## src/rtl/aes_stream_ctrl.sv

```systemverilog
// aes_stream_ctrl: frames a 32-bit command stream into aes_top key/block loads and streams results back.
module aes_stream_ctrl #(
  parameter int KEY_S = 256,
  parameter int BLK_S = 128
) (
  input  logic             clk,
  input  logic             reset,
  input  logic [31:0]      in_tdata,
  input  logic             in_tvalid,
  output logic             in_tready,
  input  logic             in_tlast,
  output logic [31:0]      out_tdata,
  output logic             out_tvalid,
  input  logic             out_tready,
  output logic             out_tlast,
  output logic             en_cipher,
  output logic             en_decipher,
  output logic             en_key,
  output logic             aes128_mode,
  output logic             aes256_mode,
  output logic [KEY_S-1:0] aes_key,
  output logic [BLK_S-1:0] aes_in_blk,
  input  logic [BLK_S-1:0] aes_out_blk,
  input  logic             en_o,
  output logic             cmd_err
);
  typedef enum logic [2:0] {CMD, KEY_RX, BLK_RX, START, WAIT_CORE, TX, DRAIN} state_t;
  state_t state;
  logic [2:0] cnt, op;
  logic k256, key_valid, acc, last_word;
  logic [3:0] opc;
  logic [KEY_S-1:0] key_sh;
  logic [BLK_S-1:0] blk_sh, out_buf;
  assign acc = in_tvalid & in_tready;
  assign opc = in_tdata[3:0];
  assign last_word = cnt == ((state == KEY_RX && k256) ? 3'd7 : 3'd3);
  always_ff @(posedge clk or negedge reset) begin
    if (!reset) begin
      state <= CMD;
      cnt <= '0;
      op <= '0;
      k256 <= 1'b0;
      key_valid <= 1'b0;
      key_sh <= '0;
      blk_sh <= '0;
      out_buf <= '0;
      in_tready <= 1'b0;
      out_tdata <= '0;
      out_tvalid <= 1'b0;
      out_tlast <= 1'b0;
      en_cipher <= 1'b0;
      en_decipher <= 1'b0;
      en_key <= 1'b0;
      aes128_mode <= 1'b0;
      aes256_mode <= 1'b0;
      aes_key <= '0;
      aes_in_blk <= '0;
      cmd_err <= 1'b0;
    end else begin
      en_key <= 1'b0;
      en_cipher <= 1'b0;
      en_decipher <= 1'b0;
      cmd_err <= 1'b0;
      case (state)
        CMD: begin
          in_tready <= 1'b1;
          if (acc) begin
            cnt <= '0;
            op <= opc[2:0];
            k256 <= in_tdata[4];
            if (!in_tlast && opc == 4'h1) state <= KEY_RX;
            else if (!in_tlast && (opc == 4'h2 || opc == 4'h4) && key_valid) state <= BLK_RX;
            else begin
              cmd_err <= 1'b1;
              state <= in_tlast ? CMD : DRAIN;
            end
          end
        end
        KEY_RX, BLK_RX: if (acc) begin
          if (state == KEY_RX) key_sh[KEY_S-1-32*cnt -: 32] <= in_tdata;
          else blk_sh[BLK_S-1-32*cnt[1:0] -: 32] <= in_tdata;
          cnt <= cnt + 3'd1;
          if (in_tlast && last_word) begin
            // The final word is still in flight to the shadow, so splice it in directly.
            state <= START;
            in_tready <= 1'b0;
            en_key <= op[0];
            en_cipher <= op[1];
            en_decipher <= op[2];
            if (op[0]) begin
              aes_key <= k256 ? {key_sh[KEY_S-1:32], in_tdata}
                              : {key_sh[KEY_S-1:KEY_S-96], in_tdata, {(KEY_S-128){1'b0}}};
              aes128_mode <= !k256;
              aes256_mode <= k256;
            end else aes_in_blk <= {blk_sh[BLK_S-1:32], in_tdata};
          end else if (in_tlast) begin
            cmd_err <= 1'b1;
            state <= CMD;
          end else if (last_word) begin
            cmd_err <= 1'b1;
            state <= DRAIN;
          end
        end
        START: state <= WAIT_CORE;
        WAIT_CORE: if (en_o) begin
          if (op[0]) begin
            key_valid <= 1'b1;
            in_tready <= 1'b1;
            state <= CMD;
          end else begin
            out_buf <= aes_out_blk << 32;
            out_tdata <= aes_out_blk[BLK_S-1 -: 32];
            out_tvalid <= 1'b1;
            out_tlast <= 1'b0;
            cnt <= '0;
            state <= TX;
          end
        end
        TX: if (out_tready) begin
          cnt <= cnt + 3'd1;
          out_buf <= out_buf << 32;
          out_tdata <= out_buf[BLK_S-1 -: 32];
          out_tlast <= cnt == 3'd2;
          if (out_tlast) begin
            out_tvalid <= 1'b0;
            out_tlast <= 1'b0;
            in_tready <= 1'b1;
            state <= CMD;
          end
        end
        DRAIN: if (acc && in_tlast) state <= CMD;
        default: state <= CMD;
      endcase
    end
  end
endmodule

```

## config.mk

```make
export PLATFORM = sky130hd
export DESIGN_NAME = aes_stream_ctrl
export DESIGN_NICKNAME = d
export VERILOG_FILES = /design/src/rtl/aes_stream_ctrl.sv
export SDC_FILE = /design/constraint.sdc
export NUM_CORES = 1
export LEC_CHECK = 0
export BUFFER_PORTS_ARGS = -buffer_cell sky130_fd_sc_hd__buf_2
export CORE_ASPECT_RATIO = 0.75
export CORE_MARGIN = 1
export CORE_UTILIZATION = 32
export DETAILED_ROUTE_END_ITERATION = 16
export PLACE_DENSITY = 0.54
export REMOVE_ABC_BUFFERS = 1
export SETUP_SLACK_MARGIN = 0.5
export SLEW_MARGIN = 10
export SYNTH_ARGS = -nofsm -noshare
export SYNTH_HDL_FRONTEND = slang
export SYNTH_SLANG_ARGS = --single-unit
```

## constraint.sdc

```tcl
create_clock -name clk -period 2.9 [get_ports clk]
set_input_delay 0.145 -clock clk [delete_from_list [all_inputs] [get_ports clk]]
set_output_delay 0.145 -clock clk [all_outputs]
set_load 0.03 [all_outputs]
```

==> results.yml, run 1 <==
run_status:
  outcome: "finished, final reports clean"
global_route:
  antenna_found_initial: 2
  track_usage: 0.194
  grt_pass1_wl_mm: 158
  grt-ovfl-total: 0
  grt_max_degree: 108
  grt_pass1_vias: 24400
synth:
  synth_area_um2: 34100
  synth-compound-area-share: 0.0763
  synthSimpleGateAreaFrac: 0.104
  synth_fa_ha_area_frac: 0.00294
  synth_top_family_by_area: "multiplexers"
  syn_inst: 2925
  yosysWarnings: 0
  yosysSeqAreaShare: 0.626
  synth_seq_cells: 852
  avgSynthCellArea_um2: 11.6
  synth_mux_area_frac: 0.158
  synthXorXnorAreaFrac: 0.000771
  ys_types: 53
sta:
  rsz0062_at_grt: "true"
  period_needed_ns: 2.47
  timing.slew.headroom: 0.467
  tightestPinTransition_ns: 0.797
  max_freq_mhz: 404
  period_share: 0.853
  slew_violations: 0
  setup_viol_count_final: 0
  finalClockSkew_ns: 0.0389
  hold_violations: 0
layout:
  areaGrowthSynthToFinish_pct: 31.7
  multiInputGateArea_um2: 11800
  antenna_cells: 0
  nets: 3893
  fill_cells: 10100
  register_area_um2: 21300
  drive_above_1_share: 0.316
  final_cells: 5205
  post-route-util: 0.426
worst_setup_path:
  critPathMaxStageDelay_ns: 0.41
  crit_required_ns: 3.49
  slowest_stage: "dfrtp_1"
  crit_family: "simple AND/OR/NAND/NOR gates"
  cp-start-kind: "flop"
  cp_data_arrival_time_ns: 3.06
  path_max_fanout: 9
  critPathKind: "reg -> reg"
  cp.buffers_inverters: 3
  worstPathCellList: "nor3b_4 -> nand2_2 -> xnor2_2 -> and2_1 -> ha_2 -> and3_4 -> and2b_4 -> buf_12 -> buf_4 -> buf_16 -> mux2_4"
  critPathCaptureType: "flop"
floorplanning:
  die_y_um: 285
  start_util: 0.323
  die-area_um2: 108000
  ios: 591
  core_area_um2: 105000
  die_w_um: 379
  rows: 103
detailed_routing:
  drt-initial-drc-count: 1511
  ant_nets: 0
  drc: 0
  via_per_inst: 4.67
  dr.pass1.iters: 5
  drt_wl_total_mm: 107
  num_vias: 24300
  wl_per_cell_um: 20.6
placed_design:
  dp_cells: 4837
  place_congestion: 0.793
  port_buffers: 590
  dp_hpwl_mm: 67.4
clock_network:
  cts.sinks: 852
  clk_transition_reported_paths_ns: 0.06
  clockBufferDepth: 3
  cts-root-buf: "clkbuf_16"
  insertion_delay_ns: 0.70
  cts_tree: "built"
  htree_levels: 3
  numCtsBuffers: 90
pwr:
  power_leakage_nw: 23.0
  power.density_nw_per_um2: 825
  irDropWorstVdd_v: 0.000488
  finalPower_w: 0.0370
worst_hold_path:
  hp-class: "in -> reg"
run:
  max-cap-violations: 0
## power breakdown
part	internal, W	switching [W]	total (W)	leakage, nW
clock network	0.00695	0.00509	0.0120	1.52
registers	0.0143	0.00141	0.0157	11.5
logic	0.00346	0.00580	0.00925	9.99
total	0.0247	0.0123	0.0370	23.0
## layer usage
layer,up-vias,routed length [um],global-route usage
li1,11500,-,-
met2,593,48900,0.299
met4,0,2460,0.0498
met3,142,5250,0.0391
met1,12100,50600,0.277
met5,-,0,0
## worst paths after layout
| path | to | slack (ns) | cells after the start | startpoint |
|---|---|---|---|---|
| worst max register to register | aes_in_blk[103] | 0.43 | 11 | state[2] |
| worst max-delay path | aes_in_blk[103] | 0.43 | 11 | state[2] |
| worst min register to register | out_buf[39] | 0.46 | 2 | out_buf[39] |
| worst min-delay path | state[0] | 0.06 | 5 | in_tlast |
| min in group asynchronous | key_sh[237] | 0.08 | 2 | reset |
| max in group asynchronous | aes_key[92] | 1.77 | 3 | reset |
## sequential cells by signal, indices dropped and copies added (netlist names), 3 cells and up
name / count
op: 3
cnt: 3
aes_in_blk: 128
out_buf: 96
key_sh: 224
out_tdata: 32
blk_sh: 96
state: 3
aes_key: 256
## synth_stat cells, drive strengths merged
master  count  area, um^2
a22oi       1        7.51
mux2i     129        1290
a22o        1        8.76
a41o        1        10.0
a21boi      1        7.51
o21bai      1        7.51
mux2      328        4110
nand3      69         345
and3b       1        8.76
and2       37         231
nor3        3        20.0
a311o       1        10.0
a31oi       4        25.0
a221oi      1        8.76
or2         2        12.5
buf        73         472
or4b        1        10.0
xnor2       1        8.76
o31ai       1        7.51
ha          8         100
a32oi       1        8.76
clkinv      1        3.75
o21a        2        15.0
nor2b       5        31.3
nor2       10        37.5
nand2b      4        25.0
and2b       2        17.5
a21o        1        7.51
clkbuf    123         462
dfrtp     852       21300
a32o        1        10.0
and3        2        17.5
xor2        2        17.5
o311a       1        10.0
nor4b       2        17.5
a311oi      1        8.76
inv        39         146
o21ai     485        2430
nand4       7        50.1
nand3b      1        7.51
a21oi       3        15.0
nor3b       2        26.3
nand2     714        2680
## final cells by class
class                      instances  area share
inverter                          40     0.00335
timing repair buffer             898       0.150
sequential                       852       0.475
multi-input combinational       1837       0.263
tap                             1417      0.0395
clock inverter                    35      0.0108
clock buffer                     126      0.0581
## tightest hold or removal path, delay by kind of cell
kind	cells	cell delay [ns]
AOI/OAI and AO/OA	2	0.17
buffers and inverters	2	0.25
and+or+nand+nor	1	0.10
## per-stage QoR
| step | hold slack [ns] | cell area, um^2 | TNS [ns] | worst slack (ns) |
|---|---|---|---|---|
| after floorplan | -0.151 | 33100 | -2771.61 | -8.41 |
| after global placement | 0.231 | 39100 | 0 | 0.284 |
| after detailed placement | 0.244 | 39100 | 0 | 0.344 |
| after CTS | 0.00634 | 44400 | 0 | 0.387 |
| after global routing | 0.0704 | 44900 | 0 | 0.313 |
| final | 0.0605 | 44900 | 0 | 0.426 |
## logic make-up after synthesis
| logic type | count (synthesis) |
|---|---|
| fa+ha+maj | 8 |
| buf+inv | 236 |
| simple gates | 862 |
| compound gates | 507 |
| mux | 457 |
| flops | 852 |
| xor+xnor | 3 |
## layout by cell type (no fill, tap or decap), types with 5 or more instances in the layout
cell type,instances
clkbuf_8,20
mux2_1,31
and2_1,37
bufinv_16,7
buf_6,10
ha_1,7
nor2b_1,5
dlygate4sd3_1,165
mux2_2,179
nand2_1,713
nor2_1,7
o21ai_1,10
buf_2,589
clkbuf_16,99
clkinv_2,17
o21ai_0,474
nand3_1,66
clkbuf_1,15
mux2i_1,129
mux2_4,118
buf_16,17
dfrtp_1,851
inv_1,39
buf_4,69
buf_12,35
nand4_1,6
## what timing repair did
action | in CTS | in global routing
pin swaps | 3 | 0
setup endpoints to repair | 195 | 318
gates cloned | 11 | 12
hold endpoints to repair | 672 | 0
hold buffers | 165 | 0
gates resized for setup | 20 | 34
buffers inserted | 9 | 10
Note: power is estimated with default switching activity, not from simulation.
==> inputs of run 2 (changes only) <==
==> constraint.sdc (replaced) <==
create_clock -name clk -period 2.9 [get_ports clk]
set_input_delay 0.29 -clock clk [delete_from_list [all_inputs] [get_ports clk]]
set_output_delay 0.29 -clock clk [all_outputs]
set_load 0.03 [all_outputs]
==> run 2 against run 1 <==
Against the previous run:
- wire length up 2.8%
- fmax is 3.8% lower
- sequential share of layout area shrank 0.71 points
- via count up 1.4%
- critical path type unchanged
- worst hold slack better by 0.010 ns
- clock power up 3%
- critical path depth rose by 1
- utilization increased by 0.65 points
==> results.yml, run 2 (synthesis results as in run 1) <==
worst_setup_path:
  slowest_stage: "dfrtp_1"
  cp_data_arrival_time_ns: 3.13
  ff2ff_setup_slack_ns: 0.33
  worstPathCellList: "nor3b_4 -> nand2_2 -> xnor2_2 -> and2_1 -> ha_2 -> and3_4 -> and2b_4 -> buf_12 -> buf_12 -> buf_12 -> buf_16 -> mux2_4"
  cp-start-kind: "flop"
  path_max_fanout: 6
  crit_required_ns: 3.46
  r2r-start: "state[1]"
  critPathKind: "reg -> reg"
  critPathCaptureType: "flop"
  critPathMostFrequentCell: "buf_12"
  r2r_end: "aes_in_blk[69]"
  critPathMaxStageDelay_ns: 0.41
  r2r_cells: 12
placed_design:
  port_buffers: 590
  dp_hpwl_mm: 67.5
  dpl_worst_slack_ns: 0.337
  place_congestion: 0.807
  placedInstanceArea_um2: 39200
sta:
  setup_viol_count_final: 0
  max_freq_mhz: 389
  timing.slew.headroom: 0.436
  slew_violations: 0
  final.setup.worst_slack_ns: 0.329
  finalClockSkew_ns: 0.0302
  hold_violations: 0
  rsz0062_at_grt: "true"
  period_share: 0.886
  period_needed_ns: 2.57
  tightestPinTransition_ns: 0.847
  tns_ns: 0
layout:
  post-route-util: 0.432
  multiInputGateArea_um2: 11900
  top_regs: "aes_key x256, key_sh x224, aes_in_blk x128"
  register_area_um2: 21300
  largest_reg_flops: 256
  final_cell_area_um2: 45500
  final_cell_mix: "dfrtp_1, nand2_1, buf_2"
  fill_cells: 10100
  areaGrowthSynthToFinish_pct: 33.7
  max_flop_register: "aes_key"
  drive_above_1_share: 0.326
  layout_commonest_cell: "dfrtp_1"
  nets: 3921
  antenna_cells: 0
worst_hold_path:
  whs_endpoint: "aes_key[4]"
  hp-class: "in -> reg"
  worstHoldStart: "in_tdata[4]"
  hold_path_depth: 3
global_route:
  grt_pass1_vias: 24700
  track_usage: 0.199
  grt_max_degree: 126
  antenna_found_initial: 4
  grt-ovfl-total: 0
  grt_pass1_wl_mm: 161
detailed_routing:
  drc: 0
  wl_per_cell_um: 21.0
  drt-initial-drc-count: 1617
  via_per_inst: 4.70
  num_vias: 24600
  dr.pass1.iters: 5
  drt_wl_total_mm: 110
  ant_nets: 0
clock_network:
  cts.sinks: 852
  cts-root-buf: "clkbuf_16"
  cts_tree: "built"
  htree_levels: 3
  numCtsBuffers: 90
  insertion_delay_ns: 0.70
  clk_transition_reported_paths_ns: 0.06
  clockBufferDepth: 3
pwr:
  comb_power_share: 0.253
  irDropWorstVdd_v: 0.000675
  switchingPower_w: 0.0125
  power_leakage_nw: 23.4
  seq_power_share: 0.417
  power.density_nw_per_um2: 826
  swShare: 0.332
  pwr-share-clk: 0.330
  internal_power_w: 0.0251
  finalPower_w: 0.0376
run:
  max-cap-violations: 0
floorplanning:
  core_area_um2: 105000
  die_w_um: 379
  rows: 103
  ios: 591
  start_util: 0.323
  die_y_um: 285
  die-area_um2: 108000
run_status:
  outcome: "finished, final reports clean"
## run 2: cell types whose count changed in the layout (fill, tap and decap cells not counted), sizes merged
| cell | previous run | this run |
|---|---|---|
| bufinv | 7 | 10 |
| dlygate4sd3 | 165 | 160 |
| inv | 42 | 45 |
| clkinvlp | 3 | 1 |
| clkbuf | 134 | 139 |
| nand3 | 69 | 70 |
| bufbuf | 3 | 7 |
| clkinv | 23 | 24 |
| or2 | 2 | 4 |
| buf | 722 | 746 |
## run 2: worst max-delay path, delay by kind of cell (launching register included)
family	cells	cell delay [ns]
adder cells (fa/ha/maj)	1	0.17
flip-flops	1	0.41
multiplexers	1	0.29
buffers and inverters	4	0.51
AND/OR/NAND/NOR	5	0.87
XOR/XNOR	1	0.16
## run 2: worst max path at each step
| stage | start | endpoint | slack [ns] | depth (start not counted) |
|---|---|---|---|---|
| after global placement | state[1] | aes_in_blk[123] | 0.30 | 10 |
| after global routing | state[1] | aes_in_blk[24] | 0.23 | 12 |
| after detailed placement | state[1] | aes_in_blk[117] | 0.34 | 10 |
| after CTS | state[2] | aes_in_blk[110] | 0.34 | 11 |
| final | state[1] | aes_in_blk[69] | 0.33 | 12 |
| after floorplan | k256 | aes_key[228] | -8.41 | 6 |
## run 2: routing by layer
metal  track usage  up-vias  part of all wire
met2         0.309      637              0.46
met4        0.0505        0             0.021
li1              -    11500                 -
met3        0.0381      135             0.051
met1         0.283    12300              0.47
met5             0        -                 0
## run 2: stage by stage
step                      hold slack, ns  cells
after floorplan                 -0.00559   2729
after global placement             0.359   4841
final                             0.0709   5241
after detailed placement           0.355   4841
after CTS                         0.0275   5218
after global routing              0.0375   5241
## run 2: area by class of cell
type / count / area share
clock inverter: 40 / 0.0131
inverter: 40 / 0.00330
clock buffer: 129 / 0.0573
tap: 1417 / 0.0389
multi-input combinational: 1840 / 0.262
sequential: 852 / 0.468
timing repair buffer: 923 / 0.158
## run 2: repair_timing
item                       CTS  global route
setup endpoints to repair  201           477
hold endpoints to repair   386             0
resized for setup           62            71
pin swaps                    8             4
hold buffers               160             0
cloned                      20            13
setup buffers               28            10
## run 2: power groups by stage
stage | sequential (W) | clock [W] | combinational [W]
floorplan | 0.0169 | 0 | 0.00439
global placement | 0.0158 | 0 | 0.00896
detailed placement | 0.0159 | 0 | 0.00908
CTS | 0.0157 | 0.0127 | 0.00947
global route | 0.0160 | 0.0132 | 0.0105
finish | 0.0157 | 0.0124 | 0.00954
==> inputs of run 3 (changes only) <==
- BUFFER_PORTS_ARGS: -buffer_cell sky130_fd_sc_hd__buf_2 -> default
- DONT_BUFFER_PORTS: default -> 1
- PLACE_DENSITY: 0.54 -> 0.5
==> run 3 against run 2 <==
Against the previous run:
- the run now ends with negative hold slack, max-slew violations left
- via count down 12%
- power shrank 4.6%
- fmax rose by 3.0%
- design area fell by 9.6%
- critical path depth down 2
- worst setup slack better by 0.074 ns
- highest routed layer is now met5
==> results.yml, run 3 (synthesis results as in run 1) <==
worst_hold_path:
  hp-class: "in -> async"
layout:
  final_cell_mix: "dfrtp_1, nand2_1, o21ai_0"
  largest_reg_flops: 256
  drive_above_1_share: 0.178
  final_cell_area_um2: 41200
  areaGrowthSynthToFinish_pct: 20.9
  nets: 3260
  top_regs: "aes_key x256, key_sh x224, aes_in_blk x128"
  max_flop_register: "aes_key"
  post-route-util: 0.391
  layout_commonest_cell: "dfrtp_1"
sta:
  period_share: 0.861
  rsz0062_at_grt: "true"
  period_needed_ns: 2.50
  tightestPinTransition_ns: 3.55
  setup_viol_count_final: 0
  hold_violations: 649
  timing.slew.headroom: -1.37
  finalClockSkew_ns: 0.0193
  max_freq_mhz: 401
  hold_slack_ns: -0.645
  tns_ns: 0
  slew_violations: 729
  final.setup.worst_slack_ns: 0.403
global_route:
  track_usage: 0.188
  grt_pass1_wl_mm: 152
  use_met2: 0.296
  antenna_found_initial: 4
  top_usage_layer: "met2"
  gr-usage-met1: 0.250
  grt_max_degree: 853
  use_met3: 0.0625
  grt_pass1_vias: 22500
  grt-ovfl-total: 0
detailed_routing:
  drt-initial-drc-count: 1283
  via_per_inst: 4.73
  num_vias: 21600
  drt_wl_total_mm: 103
  drc: 0
  ant_nets: 0
  dr.pass1.iters: 4
  wl_per_cell_um: 22.4
clock_network:
  htree_levels: 3
  insertion_delay_ns: 0.69
  cts_tree: "built"
  cts-root-buf: "clkbuf_16"
  numCtsBuffers: 91
  cts.sinks: 852
  clk_transition_reported_paths_ns: 0.06
  clockBufferDepth: 3
placed_design:
  place_congestion: 0.760
  placedInstanceArea_um2: 35800
  dpl_worst_slack_ns: 0.339
  dp_hpwl_mm: 62.5
  port_buffers: 0
pwr:
  finalPower_w: 0.0359
  irDropWorstVdd_v: 0.000519
  power.density_nw_per_um2: 873
  power_leakage_nw: 19.6
worst_setup_path:
  r2r_end: "aes_in_blk[19]"
  r2r-start: "state[2]"
  r2r_cells: 10
  critPathKind: "reg -> reg"
  path_max_fanout: 14
  cp_data_arrival_time_ns: 3.06
  cp-start-kind: "flop"
  critPathCaptureType: "flop"
  ff2ff_setup_slack_ns: 0.40
  crit_required_ns: 3.46
run:
  max-cap-violations: 0
run_status:
  violations: "negative hold slack, max-slew violations"
  outcome: "finished with violations"
floorplanning:
  ios: 591
  rows: 103
  start_util: 0.323
  core_area_um2: 105000
  die_y_um: 285
  die-area_um2: 108000
  die_w_um: 379
run 3: cell count changes in the layout (fill, tap and decap cells not counted), sizes merged:
cell and delta:
bufbuf -3, buf -659, clkinv -11, clkbuf +3
inv -3, clkinvlp +5, or2 -1, dlygate4sd3 +6
bufinv -4, diode +4
run 3: cell type report:
class | instances | area [um^2]
fill | 10400 | 64200
sequential | 852 | 21300
multi-input combinational | 1839 | 11800
timing repair buffer | 262 | 3030
clock buffer | 137 | 2700
tap | 1417 | 1770
clock inverter | 27 | 383
inverter | 40 | 151
antenna | 4 | 10.0
run 3: how the worst max path moves through the flow:
stage,to,cells after the start,slack [ns],startpoint
finish,aes_in_blk[19],10,0.40,state[2]
global route,aes_in_blk[106],10,0.30,state[2]
CTS,aes_in_blk[126],10,0.41,state[1]
detailed placement,aes_in_blk[6],9,0.34,cnt[2]
global placement,aes_in_blk[6],10,0.34,state[1]
floorplan,aes_key[228],6,-8.41,k256
run 3: metrics by stage:
stage               cells  hold slack, ns
floorplan            2729        -0.00559
global placement     4219          0.0270
detailed placement   4219          0.0267
CTS                  4563          -0.730
global route         4575          -0.728
finish               4578          -0.645
run 3: critical path: stages (launching register included):
cell,delay (ns)
dfrtp_1,0.40
nor3b_4,0.21
nand2_1,0.09
xnor2_1,0.19
and2_1,0.17
ha_2,0.18
and3_4,0.17
and2b_4,0.21
buf_12,0.19
buf_16,0.20
mux2_4,0.31
run 3: per-layer routing:
layer  wire length [um]  vias up
li1                   -    10200
met1              46000    10900
met2              47400      409
met3               7200      107
met4               1850        2
met5                 13        -
run 3: power breakdown:
part	internal (W)	total, W	switching, W
Clock	0.00700	0.0121	0.00507
Combinational	0.00283	0.00684	0.00401
Sequential	0.0143	0.0170	0.00273
Total	0.0241	0.0359	0.0118
run 3: timing repair:
action | CTS | global route
hold buffers | 165 | 1
gates resized for setup | 14 | 19
setup buffers | 8 | 1
pin swaps | 0 | 5
endpoints found under the setup margin | 194 | 339
gates cloned | 7 | 9
hold endpoints to repair | 1405 | 854
